--- src/rtl/ram2_rd_arbiter.sv ---
// Three-requester round-robin read arbiter for ram2 port A.
// Lock support plus a fixed-latency return path with in-order rvalid.
module ram2_rd_arbiter #(
  parameter int ADDR_WIDTH_RAM2 = 16,
  parameter int READ_DELAY      = 5
) (
  input  logic                         clk,
  input  logic                         rst,
  input  logic [2:0]                   req,
  input  logic [3*ADDR_WIDTH_RAM2-1:0] req_addr,
  input  logic [2:0]                   lock,
  output logic [2:0]                   gnt,
  output logic [2:0]                   rvalid,
  output logic                         rdata,
  output logic [ADDR_WIDTH_RAM2-1:0]   addr_ram2_A,
  input  logic                         dout_ram2_A,
  output logic                         busy
);

  logic [1:0]            last_owner;
  logic [2:0]            elig;
  logic                  locked;
  logic                  win_vld;
  logic [1:0]            win;
  logic [1:0]            o0, o1, o2;
  logic [READ_DELAY-1:0] dl_vld;
  logic [1:0]            dl_own [READ_DELAY];

  assign elig   = req & ~gnt;
  assign locked = lock[last_owner] & req[last_owner];
  assign rdata  = dout_ram2_A;
  assign busy   = |dl_vld;

  always_comb begin
    o0 = 2'd0;
    o1 = 2'd1;
    o2 = 2'd2;
    case (last_owner)
      2'd0: begin o0 = 2'd1; o1 = 2'd2; o2 = 2'd0; end
      2'd1: begin o0 = 2'd2; o1 = 2'd0; o2 = 2'd1; end
      default: ;
    endcase
  end

  // A locked owner in its own gnt cycle idles the bus instead of yielding.
  always_comb begin
    win_vld = 1'b0;
    win     = last_owner;
    if (locked) begin
      win_vld = ~gnt[last_owner];
    end else if (elig[o0]) begin
      win_vld = 1'b1;
      win     = o0;
    end else if (elig[o1]) begin
      win_vld = 1'b1;
      win     = o1;
    end else if (elig[o2]) begin
      win_vld = 1'b1;
      win     = o2;
    end
  end

  always_ff @(posedge clk or posedge rst) begin
    if (rst) begin
      gnt         <= 3'b000;
      rvalid      <= 3'b000;
      addr_ram2_A <= '0;
      last_owner  <= 2'd2;
      dl_vld      <= '0;
      for (int i = 0; i < READ_DELAY; i++)
        dl_own[i] <= 2'd0;
    end else begin
      gnt <= win_vld ? (3'b001 << win) : 3'b000;
      if (win_vld) begin
        addr_ram2_A <= req_addr[win*ADDR_WIDTH_RAM2 +: ADDR_WIDTH_RAM2];
        last_owner  <= win;
      end
      dl_vld[0] <= win_vld;
      dl_own[0] <= win;
      for (int i = 1; i < READ_DELAY; i++) begin
        dl_vld[i] <= dl_vld[i-1];
        dl_own[i] <= dl_own[i-1];
      end
      rvalid <= dl_vld[READ_DELAY-1]
              ? (3'b001 << dl_own[READ_DELAY-1]) : 3'b000;
    end
  end

endmodule

--- config.mk ---
export PLATFORM = sky130hd
export DESIGN_NAME = ram2_rd_arbiter
export DESIGN_NICKNAME = d
export VERILOG_FILES = /design/src/rtl/ram2_rd_arbiter.sv
export SDC_FILE = /design/constraint.sdc
export NUM_CORES = 1
export LEC_CHECK = 0
export ABC_AREA = 1
export ABC_CLOCK_PERIOD_IN_PS = 2600
export CAP_MARGIN = 20
export CORE_ASPECT_RATIO = 0.6
export CORE_UTILIZATION = 45
export DETAILED_ROUTE_END_ITERATION = 16
export HOLD_SLACK_MARGIN = 0.15
export PLACE_DENSITY = 0.8
export SYNTH_ARGS = -nofsm -noshare
export SYNTH_HDL_FRONTEND = slang
export SYNTH_SLANG_ARGS = --single-unit
--- constraint.sdc ---
create_clock -name clk -period 2.6 [get_ports clk]
set_clock_uncertainty 0.15 [all_clocks]
set_input_delay 0.52 -clock clk [delete_from_list [all_inputs] [get_ports clk]]
set_output_delay 0.52 -clock clk [all_outputs]
set_load 0.1 [all_outputs]
==> results of run 1 <==
==> flip-flops by register name, summed over array words and instances, names as in the netlist <==
| signal | flops |
|---|---|
| last_owner | 2 |
| addr_ram2_A | 16 |
| dl_own | 10 |
| gnt | 3 |
| rvalid | 3 |
| dl_vld | 5 |
==> final cells by class <==
type / instances / area [um^2] / share of cell area
Sequential cell: 39 / 977 / 0.311
Multi-Input combinational cell: 203 / 950 / 0.302
Timing Repair Buffer: 87 / 816 / 0.259
Inverter: 56 / 213 / 0.0676
Tap cell: 63 / 78.8 / 0.0250
Clock buffer: 5 / 68.8 / 0.0219
Clock inverter: 3 / 43.8 / 0.0139
==> cells by family (layout without fill, tap and decap cells) <==
| family | Yosys count | count (layout) | synth area share |
|---|---|---|---|
| buffers and inverters | 68 | 151 | 0.138 |
| AO/OA/AOI/OAI | 5 | 5 | 0.0151 |
| flip-flops | 39 | 39 | 0.437 |
| AND/OR/NAND/NOR | 198 | 198 | 0.410 |
==> per-layer routing <==
layer	wire, um	vias to the layer above	GRT usage
met3	447	0	0.0732
met2	2190	85	0.327
met4	0	0	0.0308
li1	-	1090	-
met5	0	-	0
met1	2600	947	0.300
==> cell usage after synthesis, drive strengths merged <==
cell type,instances
a21oi,1
a22oi,1
and2,1
and3,1
buf,12
dfrtp,38
dfstp,1
inv,56
nand2,125
nand3,40
nand3b,1
nand4,1
nor2,25
nor3,2
nor3b,1
nor4,1
o211ai,1
o21ai,2
==> through the flow <==
stage | util | setup WS (ps)
after floorplan | - | 248
after global routing | 0.672 | 230
after detailed placement | 0.648 | 57.2
after global placement | 0.648 | 119
final | 0.672 | 340
after CTS | 0.672 | 351
==> final timing paths <==
path                          startpoint         endpoint  slack [ps]  depth (start not counted)
max                               req[0]  addr_ram2_A[11]         340                         14
min                            dl_own[7]        dl_own[5]         200                          0
max reg2reg                last_owner[1]  addr_ram2_A[11]         430                         12
min reg2reg                    dl_own[7]        dl_own[5]         200                          0
max in group asynchronous            rst    last_owner[0]        1460                          3
min in group asynchronous            rst           gnt[1]         490                          3
==> results.toml, run 1 <==
[sta]
rsz0062_at_grt = "false"
tns_ps = 0
tightestPinTransition_ps = 483
fin_crit_sh = 0.869
relSlewSlack = 0.678
period_needed_ps = 2260
drv_slew = 0
finalHoldViolCount = 0
worst_hold_slack_ps = 200
setup_viol = 0
max_freq_mhz = 442

[logic_synthesis]
synth.yosys.warnings = 0
synth_top_area_share = 0.425
synth-seq-cells = 39
yosysTopAreaCell = "dfrtp_1"
syn_area_per_cell_um2 = 7.21
syn-cell-area_um2 = 2240
syn_inst = 310
syn_nets = 367
yosys-top-cells-area = "dfrtp_1 43%, nand2_1 19%, nand3_1 9.0%, inv_1 8.7%, nor2_2 2.8%"
ys_seq_area_frac = 0.437
yosysUniqueCellTypes = 28

[worst_setup_path]
cp-start-kind = "input port"
cp.required_ps = 2630
crit_path_max_fanout = 11
cpMaxStageDelayCell = "clkdlybuf4s50_1"
cp.arrival_ps = 2290
cp_num_buf_inv = 3
critical_path.top_delay_family = "simple AND/OR/NAND/NOR gates"
critPathKind = "in -> reg"
endpoint_kind = "flip-flop"
path_cells = "clkdlybuf4s50_1, inv_1, nor2_1, nand2_2, and2_4, nand2_4, nand2_4, nand2_4, buf_4, nand3_1, nand3_1, nand2_1, nand2_1, nand2_1"
slowest_delay_ps = 480

[worst_hold_path]
hp-class = "reg -> reg"

[placement]
dpl_cell_area_um2 = 3030
place_congestion = 0.889
post-dp-hpwl_um = 3830
portBuffers = 78
placedCellCount = 448

[job]
drv_cap = 0

[cts]
cts_tree = "built"
postCtsHoldBufs = 0
clock_latency_ps = 290
cts.path.max_buffers = 2
path_clk_slew_ps = 80
cts_resized = 0
cts_htree_levels = 2
cts_setup_buffers = 0
clock-root-buffer = "clkbuf_8"
cts_buffers = 5
clock-sinks = 39

[drt]
avgRoutedWirePerCell_um = 11.5
wl_um = 5230
first_pass_iters = 4
via_per_inst = 4.65
antenna_left = 0
drc = 0
first_iter_violations = 96
vias = 2122

[global_route]
grt_pass1_vias = 1993
grt_pass1_wl_um = 8760
grt.overflow.total = 0
grt_max_degree = 40
grtUsageTotal = 0.213
grt_antenna_before_repair = 0

[cells_and_area]
nFillCells = 396
num_antenna_cells = 0
final_cell_mix = "116 x nand2_1, 55 x clkdlybuf4s50_1, 52 x inv_1, 40 x nand3_1, 38 x dfrtp_1"
syn_to_final_growth_pct = 40.7
fin_cells = 456
final_common_cell = "nand2_1"
drive_above_1_share = 0.178
fin_area_um2 = 3150
final_nets = 449

[floorplanning]
design.die.area_um2 = 5260
start_util = 0.477
die_w_um = 93
core-area_um2 = 4680
ios = 81
die_h_um = 56.6
rows = 19

[run_status]
status = "finished, final reports clean"
Power of run 1 is left out: the tool's default activity adds up to more than one toggle a clock period on the data nets, which glitch-free logic cannot reach.
==> run 2: changes to the inputs <==
--- a/config.mk
+++ b/config.mk
@@ -7,12 +7,13 @@
 export LEC_CHECK = 0
 export ABC_AREA = 1
 export ABC_CLOCK_PERIOD_IN_PS = 2600
-export CAP_MARGIN = 20
 export CORE_ASPECT_RATIO = 0.6
 export CORE_UTILIZATION = 45
 export DETAILED_ROUTE_END_ITERATION = 16
 export HOLD_SLACK_MARGIN = 0.15
+export MAX_ROUTING_LAYER = met4
 export PLACE_DENSITY = 0.8
+export REMOVE_ABC_BUFFERS = 1
 export SYNTH_ARGS = -nofsm -noshare
 export SYNTH_HDL_FRONTEND = slang
 export SYNTH_SLANG_ARGS = --single-unit
==> results.toml, run 2 (synthesis results as in run 1) <==
[cells_and_area]
num_antenna_cells = 0
fin_cells = 455
regMostFlops = "addr_ram2_A"
drive_above_1_share = 0.176
final_cell_mix = "116 x nand2_1, 55 x clkdlybuf4s50_1, 52 x inv_1, 40 x nand3_1, 38 x dfrtp_1"
nFillCells = 380
largest_reg_flops = 16
syn_to_final_growth_pct = 41.2
final_common_cell = "nand2_1"
reg_top3 = "addr_ram2_A x16, dl_own x10, dl_vld x5"
multi_input_area_um2 = 950
final_nets = 448
fin_area_um2 = 3160
regArea_um2 = 977

[worst_setup_path]
cp-start-kind = "input port"
rr_worst_depth = 9
cp.required_ps = 2630
endpoint_kind = "flip-flop"
cp.arrival_ps = 2320
critPathKind = "in -> reg"
crit_path_max_fanout = 13

[placement]
dpl_cell_area_um2 = 3040
placedCellCount = 447
portBuffers = 78
post-dp-hpwl_um = 4290
place_congestion = 0.906

[global_route]
grt_pass1_wl_um = 9640
grtUsageTotal = 0.249
grt.overflow.total = 0
grt_pass1_vias = 1992
grt_max_degree = 40
grt_antenna_before_repair = 0

[floorplanning]
die_w_um = 93
ios = 81
design.die.area_um2 = 5260
die_h_um = 56.6
core-area_um2 = 4680
start_util = 0.477
rows = 19

[job]
drv_cap = 0

[drt]
first_pass_iters = 4
drc = 0
vias = 2180
avgRoutedWirePerCell_um = 12.5
via_per_inst = 4.79
antenna_left = 0
wl_um = 5700
first_iter_violations = 109

[sta]
max_freq_mhz = 436
finalHoldViolCount = 0
relSlewSlack = 0.672
tightestPinTransition_ps = 491
tns_ps = 0
period_needed_ps = 2290
fin_crit_sh = 0.882
drv_slew = 0
setup_viol = 0
rsz0062_at_grt = "false"

[cts]
path_clk_slew_ps = 70
cts_tree = "built"
clock-sinks = 39
cts_buffers = 5
cts.path.max_buffers = 2
cts_resized = 0
postCtsHoldBufs = 0
cts_htree_levels = 2
clock-root-buffer = "clkbuf_8"
cts_setup_buffers = 0
clock_latency_ps = 290

[worst_hold_path]
hp-class = "reg -> reg"
whs_path_depth = 0

[run_status]
status = "finished, final reports clean"
==> run 2: changes by cell type in the layout (fill, tap and decap cells not counted) <==
cell      before  now
buf_12         2    3
clkbuf_8       5    6
clkinv_4       1    0
buf_4         30   28
==> run 2: cell type report <==
| cell class | instances | share of cell area |
|---|---|---|
| clock inverters | 2 | 0.0111 |
| inverters | 56 | 0.0674 |
| multi-input cells | 203 | 0.301 |
| well taps | 63 | 0.0250 |
| clock buffers | 6 | 0.0262 |
| flip-flops and latches | 39 | 0.310 |
| repair buffers | 86 | 0.260 |
==> run 2: final timing paths <==
check	start	to	slack, ps
min	dl_own[8]	dl_own[6]	200
min in group asynchronous	rst	addr_ram2_A[10]	500
max in group asynchronous	rst	last_owner[1]	1450
max reg2reg	last_owner[1]	addr_ram2_A[15]	370
min reg2reg	dl_own[8]	dl_own[6]	200
max	req[0]	addr_ram2_A[7]	310
==> run 2: critical path, cell delays in order <==
cell             delay, ps
clkdlybuf4s50_1        490
inv_1                   50
nor2_1                 220
nand2_2                110
and2_4                 160
nand2_4                 60
nand2_4                 50
nand2_4                 80
buf_4                  210
nand3_1                100
nand3_1                110
nand2_1                 50
nand2_1                 50
nand2_1                 60
==> run 2: stage by stage <==
stage	hold WS, ps	setup slack (ps)	utilization
3_5_place_dp	186	26.5	0.649
4_1_cts	203	331	0.674
2_1_floorplan	181	-243	-
6_report	201	308	0.674
3_3_place_gp	182	63.0	0.649
5_1_grt	215	135	0.674
==> run 2: layer usage <==
metal	share of wire	track usage	vias up
met4	0.0053	0.0527	0
li1	-	-	1086
met5	0	-	-
met3	0.11	0.0637	4
met1	0.46	0.359	966
met2	0.42	0.353	124
Power of run 2 is left out for the same reason.
